**src/rtl/fpu_addsub_pipe_param_if.sv**
```systemverilog
// rtl/fpu_addsub_pipe_param_if.sv - request/response bundle for the floating-point add/sub unit
// Purpose: groups the operand request and result response of fpu_addsub_pipe_param.
// Ports (signals):
//   start       request strobe, sampled by the unit only while idle
//   op_sub      0 = A+B, 1 = A-B
//   Op_A_in     operand A {sign, exp, mant}
//   Op_B_in     operand B {sign, exp, mant}
//   busy        operation in flight
//   done        one-cycle result strobe
//   data_out    result word, held until the next done
//   status_out  0 overflow, 1 underflow, 2 exact, 3 inexact
// master: requester side; slave: the arithmetic unit.
interface fpu_addsub_pipe_param_if #(
  parameter int EXP_W  = 10,
  parameter int MANT_W = 21
);
  localparam int W = 1 + EXP_W + MANT_W;

  logic         start;
  logic         op_sub;
  logic [W-1:0] Op_A_in;
  logic [W-1:0] Op_B_in;
  logic         busy;
  logic         done;
  logic [W-1:0] data_out;
  logic [1:0]   status_out;

  modport master (
    output start, op_sub, Op_A_in, Op_B_in,
    input  busy, done, data_out, status_out
  );

  modport slave (
    input  start, op_sub, Op_A_in, Op_B_in,
    output busy, done, data_out, status_out
  );
endinterface

```
**src/rtl/fpu_addsub_pipe_param.sv**
```systemverilog
// rtl/fpu_addsub_pipe_param.sv - parametrised multi-cycle floating-point add/subtract unit
// Purpose: adds or subtracts two {sign, exp, mant} operands with round-to-nearest-even,
// one operation in flight, start/busy/done handshake.
// Ports:
//   clock_100Khz  system clock, rising edge
//   reset         asynchronous active-low reset
//   bus           fpu_addsub_pipe_param_if.slave (start, op_sub, Op_A_in, Op_B_in in;
//                 busy, done, data_out, status_out out)
module fpu_addsub_pipe_param #(
  parameter int EXP_W  = 10,
  parameter int MANT_W = 21
) (
  input  logic                   clock_100Khz,
  input  logic                   reset,
  fpu_addsub_pipe_param_if.slave bus
);
  localparam int W  = 1 + EXP_W + MANT_W;
  // Working magnitude: {carry, hidden, mant, guard, round, sticky}
  localparam int N  = MANT_W + 5;
  localparam int XW = EXP_W + 2;

  localparam logic [1:0] ST_OVERFLOW  = 2'd0;
  localparam logic [1:0] ST_UNDERFLOW = 2'd1;
  localparam logic [1:0] ST_EXACT     = 2'd2;
  localparam logic [1:0] ST_INEXACT   = 2'd3;

  localparam logic signed [XW-1:0] EXP_ONE  = XW'(1);
  localparam logic signed [XW-1:0] EXP_ZERO = '0;
  localparam logic signed [XW-1:0] EXP_MAX  = XW'((2 ** EXP_W) - 1);

  typedef enum logic [2:0] {
    IDLE, ALIGN, OPERATE, NORMALIZE, ROUND, WRITEBACK
  } state_t;

  state_t state, state_nx;

  logic                   sign_r;
  logic                   diff_sign_r;
  logic signed [XW-1:0]   exp_r;
  logic [EXP_W-1:0]       shift_r;
  logic [N-1:0]           acc;
  logic [N-1:0]           s_vec;
  logic [MANT_W-1:0]      res_mant;
  logic signed [XW-1:0]   res_exp;
  logic                   inexact_r;
  logic                   zero_r;
  logic                   busy_r;
  logic                   done_r;
  logic [W-1:0]           data_r;
  logic [1:0]             status_r;

  // Operand unpack and magnitude ordering
  logic [EXP_W-1:0] exp_a, exp_b;
  logic             sign_b_eff;
  logic             a_ge_b;
  logic [N-1:0]     vec_a, vec_b;

  always_comb begin
    exp_a      = bus.Op_A_in[W-2:MANT_W];
    exp_b      = bus.Op_B_in[W-2:MANT_W];
    sign_b_eff = bus.Op_B_in[W-1] ^ bus.op_sub;
    a_ge_b     = bus.Op_A_in[W-2:0] >= bus.Op_B_in[W-2:0];
    vec_a      = '0;
    vec_b      = '0;
    // exp == 0 encodes zero: the mantissa field is ignored entirely
    if (exp_a != '0) vec_a = {2'b01, bus.Op_A_in[MANT_W-1:0], 3'b000};
    if (exp_b != '0) vec_b = {2'b01, bus.Op_B_in[MANT_W-1:0], 3'b000};
  end

  // Alignment shifter: bits falling off the bottom collapse into sticky
  logic [2*N-1:0] align_ext;
  logic [N-1:0]   s_aligned;

  always_comb begin
    align_ext = {s_vec, {N{1'b0}}} >> shift_r;
    if (32'(shift_r) >= MANT_W + 3)
      s_aligned = {{(N-1){1'b0}}, |s_vec};
    else
      s_aligned = align_ext[2*N-1:N] | {{(N-1){1'b0}}, |align_ext[N-1:0]};
  end

  // Normalisation decisions
  logic need_right, need_left;

  always_comb begin
    need_right = acc[N-1];
    need_left  = !acc[N-1] && !acc[N-2] && (acc != '0);
  end

  // Round to nearest even on the normalised magnitude
  logic              rnd_inc;
  logic [MANT_W+1:0] rnd_sum;

  always_comb begin
    rnd_inc = acc[2] & (acc[1] | acc[0] | acc[3]);
    rnd_sum = {1'b0, acc[N-2:3]} + {{(MANT_W+1){1'b0}}, rnd_inc};
  end

  // Result packing with special-case priority
  logic [W-1:0] wb_data;
  logic [1:0]   wb_status;

  always_comb begin
    wb_data   = {sign_r, res_exp[EXP_W-1:0], res_mant};
    wb_status = inexact_r ? ST_INEXACT : ST_EXACT;
    if (zero_r) begin
      // Exact cancellation always yields +0
      wb_data   = '0;
      wb_status = ST_EXACT;
    end else if (res_exp >= EXP_MAX) begin
      wb_data   = {sign_r, {EXP_W{1'b1}}, {MANT_W{1'b0}}};
      wb_status = ST_OVERFLOW;
    end else if (res_exp <= EXP_ZERO) begin
      wb_data   = {sign_r, {(EXP_W+MANT_W){1'b0}}};
      wb_status = ST_UNDERFLOW;
    end
  end

  always_ff @(posedge clock_100Khz or negedge reset) begin
    if (!reset) state <= IDLE;
    else        state <= state_nx;
  end

  always_comb begin
    state_nx = state;
    case (state)
      IDLE:      if (bus.start) state_nx = ALIGN;
      ALIGN:     state_nx = OPERATE;
      OPERATE:   state_nx = NORMALIZE;
      NORMALIZE: if (!(need_right || need_left)) state_nx = ROUND;
      ROUND:     state_nx = WRITEBACK;
      WRITEBACK: state_nx = IDLE;
      default:   state_nx = IDLE;
    endcase
  end

  always_ff @(posedge clock_100Khz or negedge reset) begin
    if (!reset) begin
      sign_r      <= 1'b0;
      diff_sign_r <= 1'b0;
      exp_r       <= '0;
      shift_r     <= '0;
      acc         <= '0;
      s_vec       <= '0;
      res_mant    <= '0;
      res_exp     <= '0;
      inexact_r   <= 1'b0;
      zero_r      <= 1'b0;
      busy_r      <= 1'b0;
      done_r      <= 1'b0;
      data_r      <= '0;
      status_r    <= ST_EXACT;
    end else begin
      done_r <= 1'b0;
      case (state)
        IDLE: begin
          if (bus.start) begin
            busy_r      <= 1'b1;
            diff_sign_r <= bus.Op_A_in[W-1] ^ sign_b_eff;
            if (a_ge_b) begin
              sign_r  <= bus.Op_A_in[W-1];
              exp_r   <= {2'b00, exp_a};
              shift_r <= exp_a - exp_b;
              acc     <= vec_a;
              s_vec   <= vec_b;
            end else begin
              sign_r  <= sign_b_eff;
              exp_r   <= {2'b00, exp_b};
              shift_r <= exp_b - exp_a;
              acc     <= vec_b;
              s_vec   <= vec_a;
            end
          end
        end
        ALIGN: s_vec <= s_aligned;
        OPERATE: acc <= diff_sign_r ? (acc - s_vec) : (acc + s_vec);
        NORMALIZE: begin
          if (need_right) begin
            acc   <= {1'b0, acc[N-1:2], acc[1] | acc[0]};
            exp_r <= exp_r + EXP_ONE;
          end else if (need_left) begin
            acc   <= {acc[N-2:0], 1'b0};
            exp_r <= exp_r - EXP_ONE;
          end
        end
        ROUND: begin
          zero_r    <= (acc == '0);
          inexact_r <= acc[2] | acc[1] | acc[0];
          if (rnd_sum[MANT_W+1]) begin
            res_mant <= rnd_sum[MANT_W:1];
            res_exp  <= exp_r + EXP_ONE;
          end else begin
            res_mant <= rnd_sum[MANT_W-1:0];
            res_exp  <= exp_r;
          end
        end
        WRITEBACK: begin
          data_r   <= wb_data;
          status_r <= wb_status;
          done_r   <= 1'b1;
          busy_r   <= 1'b0;
        end
        default: ;
      endcase
    end
  end

  assign bus.busy       = busy_r;
  assign bus.done       = done_r;
  assign bus.data_out   = data_r;
  assign bus.status_out = status_r;
endmodule

```
**src/flat_wrapper.sv**
```systemverilog
// flat-port wrapper written by rule: the top's interface ports become plain ports
module fpu_addsub_pipe_param_flat 
#(
  parameter int EXP_W  = 10,
  parameter int MANT_W = 21
)
  (clock_100Khz, reset, bus_start, bus_op_sub, bus_Op_A_in, bus_Op_B_in, bus_busy, bus_done, bus_data_out, bus_status_out);
  fpu_addsub_pipe_param_if #(.EXP_W(EXP_W), .MANT_W(MANT_W)) bus_i ();
  input  logic clock_100Khz;
  input  logic reset;
  input wire logic [$bits(bus_i.start)-1:0] bus_start;
  input wire logic [$bits(bus_i.op_sub)-1:0] bus_op_sub;
  input wire logic [$bits(bus_i.Op_A_in)-1:0] bus_Op_A_in;
  input wire logic [$bits(bus_i.Op_B_in)-1:0] bus_Op_B_in;
  output wire logic [$bits(bus_i.busy)-1:0] bus_busy;
  output wire logic [$bits(bus_i.done)-1:0] bus_done;
  output wire logic [$bits(bus_i.data_out)-1:0] bus_data_out;
  output wire logic [$bits(bus_i.status_out)-1:0] bus_status_out;
  assign bus_i.start = bus_start;
  assign bus_i.op_sub = bus_op_sub;
  assign bus_i.Op_A_in = bus_Op_A_in;
  assign bus_i.Op_B_in = bus_Op_B_in;
  assign bus_busy = bus_i.busy;
  assign bus_done = bus_i.done;
  assign bus_data_out = bus_i.data_out;
  assign bus_status_out = bus_i.status_out;
  fpu_addsub_pipe_param #(.EXP_W(EXP_W), .MANT_W(MANT_W)) u_core (.clock_100Khz(clock_100Khz), .reset(reset), .bus(bus_i));
endmodule
```
**config.mk**
```make
export PLATFORM = sky130hd
export DESIGN_NAME = fpu_addsub_pipe_param_flat
export DESIGN_NICKNAME = d
export VERILOG_FILES = /design/src/rtl/fpu_addsub_pipe_param_if.sv /design/src/rtl/fpu_addsub_pipe_param.sv /design/src/flat_wrapper.sv
export SDC_FILE = /design/constraint.sdc
export NUM_CORES = 1
export LEC_CHECK = 0
export CAP_MARGIN = 20
export CORE_MARGIN = 2
export CORE_UTILIZATION = 40
export DETAILED_ROUTE_END_ITERATION = 10
export PLACE_DENSITY = 0.57
export SLEW_MARGIN = 20
export SYNTH_ARGS = -nofsm -noshare
export SYNTH_HDL_FRONTEND = slang
export SYNTH_SLANG_ARGS = --single-unit
```
**constraint.sdc**
```tcl
create_clock -name clock_100Khz -period 4.82 [get_ports clock_100Khz]
set_input_delay 0.723 -clock clock_100Khz [delete_from_list [all_inputs] [get_ports clock_100Khz]]
set_output_delay 0.723 -clock clock_100Khz [all_outputs]
set_load 0.03 [all_outputs]
```
==> flow_summary.ini <==
[clock_tree]
clk_latency_ns = 0.45
clk_pin_slew_ns = 0.08
clk_root_buffer_cell = sky130_fd_sc_hd__clkbuf_16
cts_post_setup_buffers_inserted = 0
number_of_buffers_on_the_longest_clock_path = 2
cts-hold-fix-buffers = 0
cts_inserted_buffers = 17
clock_sinks = 150
htreeDepth = 4
cts_tree = done
cts_repair_resize_count = 0

[critical_path]
cp_top_family = compound AO/OA/AOI/OAI gates
timing.reg2reg.setup_slack_ns = 0.54
worstRegToRegCells = 17
crit_chain = inv_1 > ha_1 > nand3b_1 > nor4_1 > nand2b_1 > nor3_1 > a21oi_1 > xnor2_1 > ha_1 > nand3_1 > or2_2 > a211o_1 > a21boi_0 > o21ai_0 > a21o_1 > a21oi_1 > o22a_1
crit_path_top_delay_cell = sky130_fd_sc_hd__dfrtp_1
crit-reg2reg-capture = u_core.acc[24]$_DFFE_PN0P_
critical_path_required_ns = 5.20
critical_path.endpoint_type = flip-flop
arrival_ns = 4.65
critPathLaunchType = flip-flop
sum_of_buffers_and_inverters_on_the_critical_path = 1
setup.worst_path.class = reg -> reg
crit_path_start = u_core.s_vec[1]$_DFFE_PN0P_
critical_path.max_fanout = 8
max_stage_delay_ns = 0.54
startpoint_of_the_worst_register_to_register_path = u_core.s_vec[1]$_DFFE_PN0P_

[place]
place.gp.congestion = 0.969
port_buffers = 103
place_area_um2 = 14900
place.detailed.hpwl_um = 36800
place_inst = 2164

[timing]
final-max-slew-violation-count = 0
final.setup_skew_ns = 0.0209
final-hold-violation-count = 0
timing.final.crit_share_pct = 88.8
post-route-min-period_ns = 4.28
worst_slew_margin_rel_pct = 29.1
holdWs_ns = 0.365
grt_setup_unrepaired = no
setup_viol = 0
achievable-frequency_ghz = 0.234
worst_max_slew_pin_slew_ns = 1.06
setup_tns_ns = 0

[power]
worst_ir_drop_vdd_uv = 312
power_density_normalized_to_cell_area_nw_per_um2 = 769
power_leakage_nw = 6.48

[routing]
met1Wirelength_um = 22300
wl_met3_um = 4010
met2RoutedLength_um = 21200
detail_route.wl_per_cell_um = 22.2
detail_route.drc_violations = 0
dr_pass1_iterations = 6
detailed_router_s_first_iteration_violation_count = 1211
drt-vias-per-instance = 6.14
detail-route-antenna-nets = 0
routed-via-count = 13500
wl_um = 48700
route.top_layer_used = met4

[yosys]
synth_warnings = 0
ys.flop_type = sky130_fd_sc_hd__dfrtp_1
seq_area_frac_synth_pct = 27.6
ys_top_cells_by_area = sky130_fd_sc_hd__dfrtp_1 27%, sky130_fd_sc_hd__ha_1 6.3%, sky130_fd_sc_hd__o21ai_0 6.0%
postSynthAreaPerCell_um2 = 7.94
synth.most_common_cell = sky130_fd_sc_hd__nand2_1
synthDominantAreaCellType = sky130_fd_sc_hd__dfrtp_1
synthesis.nets = 1853
synthCells = 1713
synthDominantCellAreaShare_pct = 27.4
edff_count_synth = 0
syn-cell-area_um2 = 13600
synth_common_cells = 186 x sky130_fd_sc_hd__nand2_1, 164 x sky130_fd_sc_hd__o21ai_0, 149 x sky130_fd_sc_hd__dfrtp_1
postSynth.asyncResetShare_pct = 100
post_synth_num_cell_types = 81
synth-seq-cells = 150

[global_route]
grt_first_pass_wirelength_um = 74800
number_of_antenna_violations_at_the_first_check_in_global_routing = 0
grt_start_max_net_pins = 95
groute.usage.overall_pct = 27.3
gr_overflow_total = 0
first_global_vias = 12400

[final_layout]
drive_gt1_share_pct = 7.55
antenna_cells = 0
stdcell_count = 2196
layout.nets = 1875
synthToLayoutAreaGrowth_pct = 14.0
postLayoutCellArea_um2 = 15500

[die]
initial_core_util_pct = 40.6
num_io_pins = 104
chipHeight_um = 188
die_x_um = 188
dieArea_um2 = 35500
core.rowCount = 67
placeableCoreArea_um2 = 33500

[worst_hold_path]
worstHoldPathType = in -> async

[job]
max-cap-violations = 0

[status]
status = finished, final reports clean
[sequential cells by signal, summed over array words and instances (netlist names)]
| name | flops |
|---|---|
| u_core.inexact_r | 1 |
| u_core.zero_r | 1 |
| u_core.bus.done | 1 |
| u_core.exp_r | 12 |
| u_core.bus.busy | 1 |
| u_core.shift_r | 10 |
| u_core.acc | 26 |
| u_core.bus.status_out | 2 |
| u_core.state | 3 |
| u_core.diff_sign_r | 1 |
| u_core.res_mant | 21 |
| u_core.s_vec | 26 |
| u_core.bus.data_out | 32 |
| u_core.sign_r | 1 |
| u_core.res_exp | 12 |
[cell type report]
type	count	area, um^2
Clock inverter	15	155
Tap cell	448	561
Sequential cell	150	3760
Clock buffer	17	425
Multi-Input combinational cell	1349	9000
Inverter	76	285
Fill cell	3412	18000
Timing Repair Buffer	141	1320
[logic make-up (layout without fill, tap and decap cells)]
| kind of cell | count (synthesis) | after routing | synth area share (%) |
|---|---|---|---|
| simple gates | 589 | 589 | 20.9 |
| compound gates | 515 | 515 | 23.8 |
| buf+inv | 214 | 249 | 6.45 |
| flops | 150 | 150 | 27.6 |
| mux | 96 | 96 | 9.59 |
| xor+xnor | 77 | 77 | 4.96 |
| fa+ha+maj | 72 | 72 | 6.79 |
[per-stage QoR]
stage | worst slack, ns | power (mW) | utilization [%]
floorplan | 1.25 | 8.08 | -
global route | 0.283 | 12.7 | 46.2
CTS | 0.613 | 11.8 | 46.2
detailed placement | 0.261 | 10.4 | 44.5
finish | 0.542 | 11.9 | 46.2
global placement | 0.411 | 10.3 | 44.5
[worst max-delay path by stage]
stage,end,slack [ns],cells past startpoint
global placement,u_core.s_vec[17]$_DFFE_PN0P_,0.41,13
floorplan,u_core.acc[24]$_DFFE_PN0P_,1.25,17
CTS,u_core.acc[21]$_DFFE_PN0P_,0.61,18
detailed placement,u_core.acc[3]$_DFFE_PN0P_,0.26,12
global route,u_core.acc[17]$_DFFE_PN0P_,0.28,18
finish,u_core.acc[24]$_DFFE_PN0P_,0.54,17
[power by group]
part | internal (mW) | leakage [nW] | switching, mW
clock | 0.692 | 0.281 | 0.652
sequential | 1.80 | 1.88 | 1.09
combinational | 3.17 | 4.32 | 4.52
total | 5.67 | 6.48 | 6.26
[worst register-to-register path, delay by kind of cell (launching register included)]
family / cells / cell delay (ns)
buf+inv: 1 / 0.18
compound gates: 7 / 1.45
simple gates: 6 / 1.28
xor+xnor: 1 / 0.17
flops: 1 / 0.54
fa+ha+maj: 2 / 0.60
[cells in the final DEF, fill, tap and decap left out, types with 5 or more instances in the layout]
cell type,instances
sky130_fd_sc_hd__a31oi_1,29
sky130_fd_sc_hd__nor3b_1,5
sky130_fd_sc_hd__a211oi_1,14
sky130_fd_sc_hd__and3_1,20
sky130_fd_sc_hd__a22oi_1,8
sky130_fd_sc_hd__buf_4,38
sky130_fd_sc_hd__a21o_1,26
sky130_fd_sc_hd__inv_8,6
sky130_fd_sc_hd__mux2_2,16
sky130_fd_sc_hd__nand2b_1,21
sky130_fd_sc_hd__a21oi_1,110
sky130_fd_sc_hd__xnor2_1,52
sky130_fd_sc_hd__nor2_1,145
sky130_fd_sc_hd__clkdlybuf4s50_1,102
sky130_fd_sc_hd__inv_1,75
sky130_fd_sc_hd__ha_1,69
sky130_fd_sc_hd__o31ai_1,18
sky130_fd_sc_hd__nand3b_1,19
sky130_fd_sc_hd__a221oi_1,20
sky130_fd_sc_hd__and2_1,10
sky130_fd_sc_hd__o221ai_1,9
sky130_fd_sc_hd__clkbuf_16,17
sky130_fd_sc_hd__nor4_1,19
sky130_fd_sc_hd__or3_1,11
sky130_fd_sc_hd__mux2i_1,55
sky130_fd_sc_hd__nand3_1,50
sky130_fd_sc_hd__nand2_1,185
sky130_fd_sc_hd__nor3_1,42
sky130_fd_sc_hd__o21ai_0,164
sky130_fd_sc_hd__xor2_1,25
sky130_fd_sc_hd__nor2b_1,16
sky130_fd_sc_hd__nand4_1,22
sky130_fd_sc_hd__o21a_1,15
sky130_fd_sc_hd__mux4_2,22
sky130_fd_sc_hd__o22ai_1,30
sky130_fd_sc_hd__dfrtp_1,146
sky130_fd_sc_hd__a22o_1,23
[routing by layer]
metal	up-vias	GRT usage (%)
met5	-	0
met3	72	6.05
met4	0	7.87
met1	6539	39.8
li1	6274	-
met2	590	40.3
Note: power is estimated with default switching activity, not from simulation.
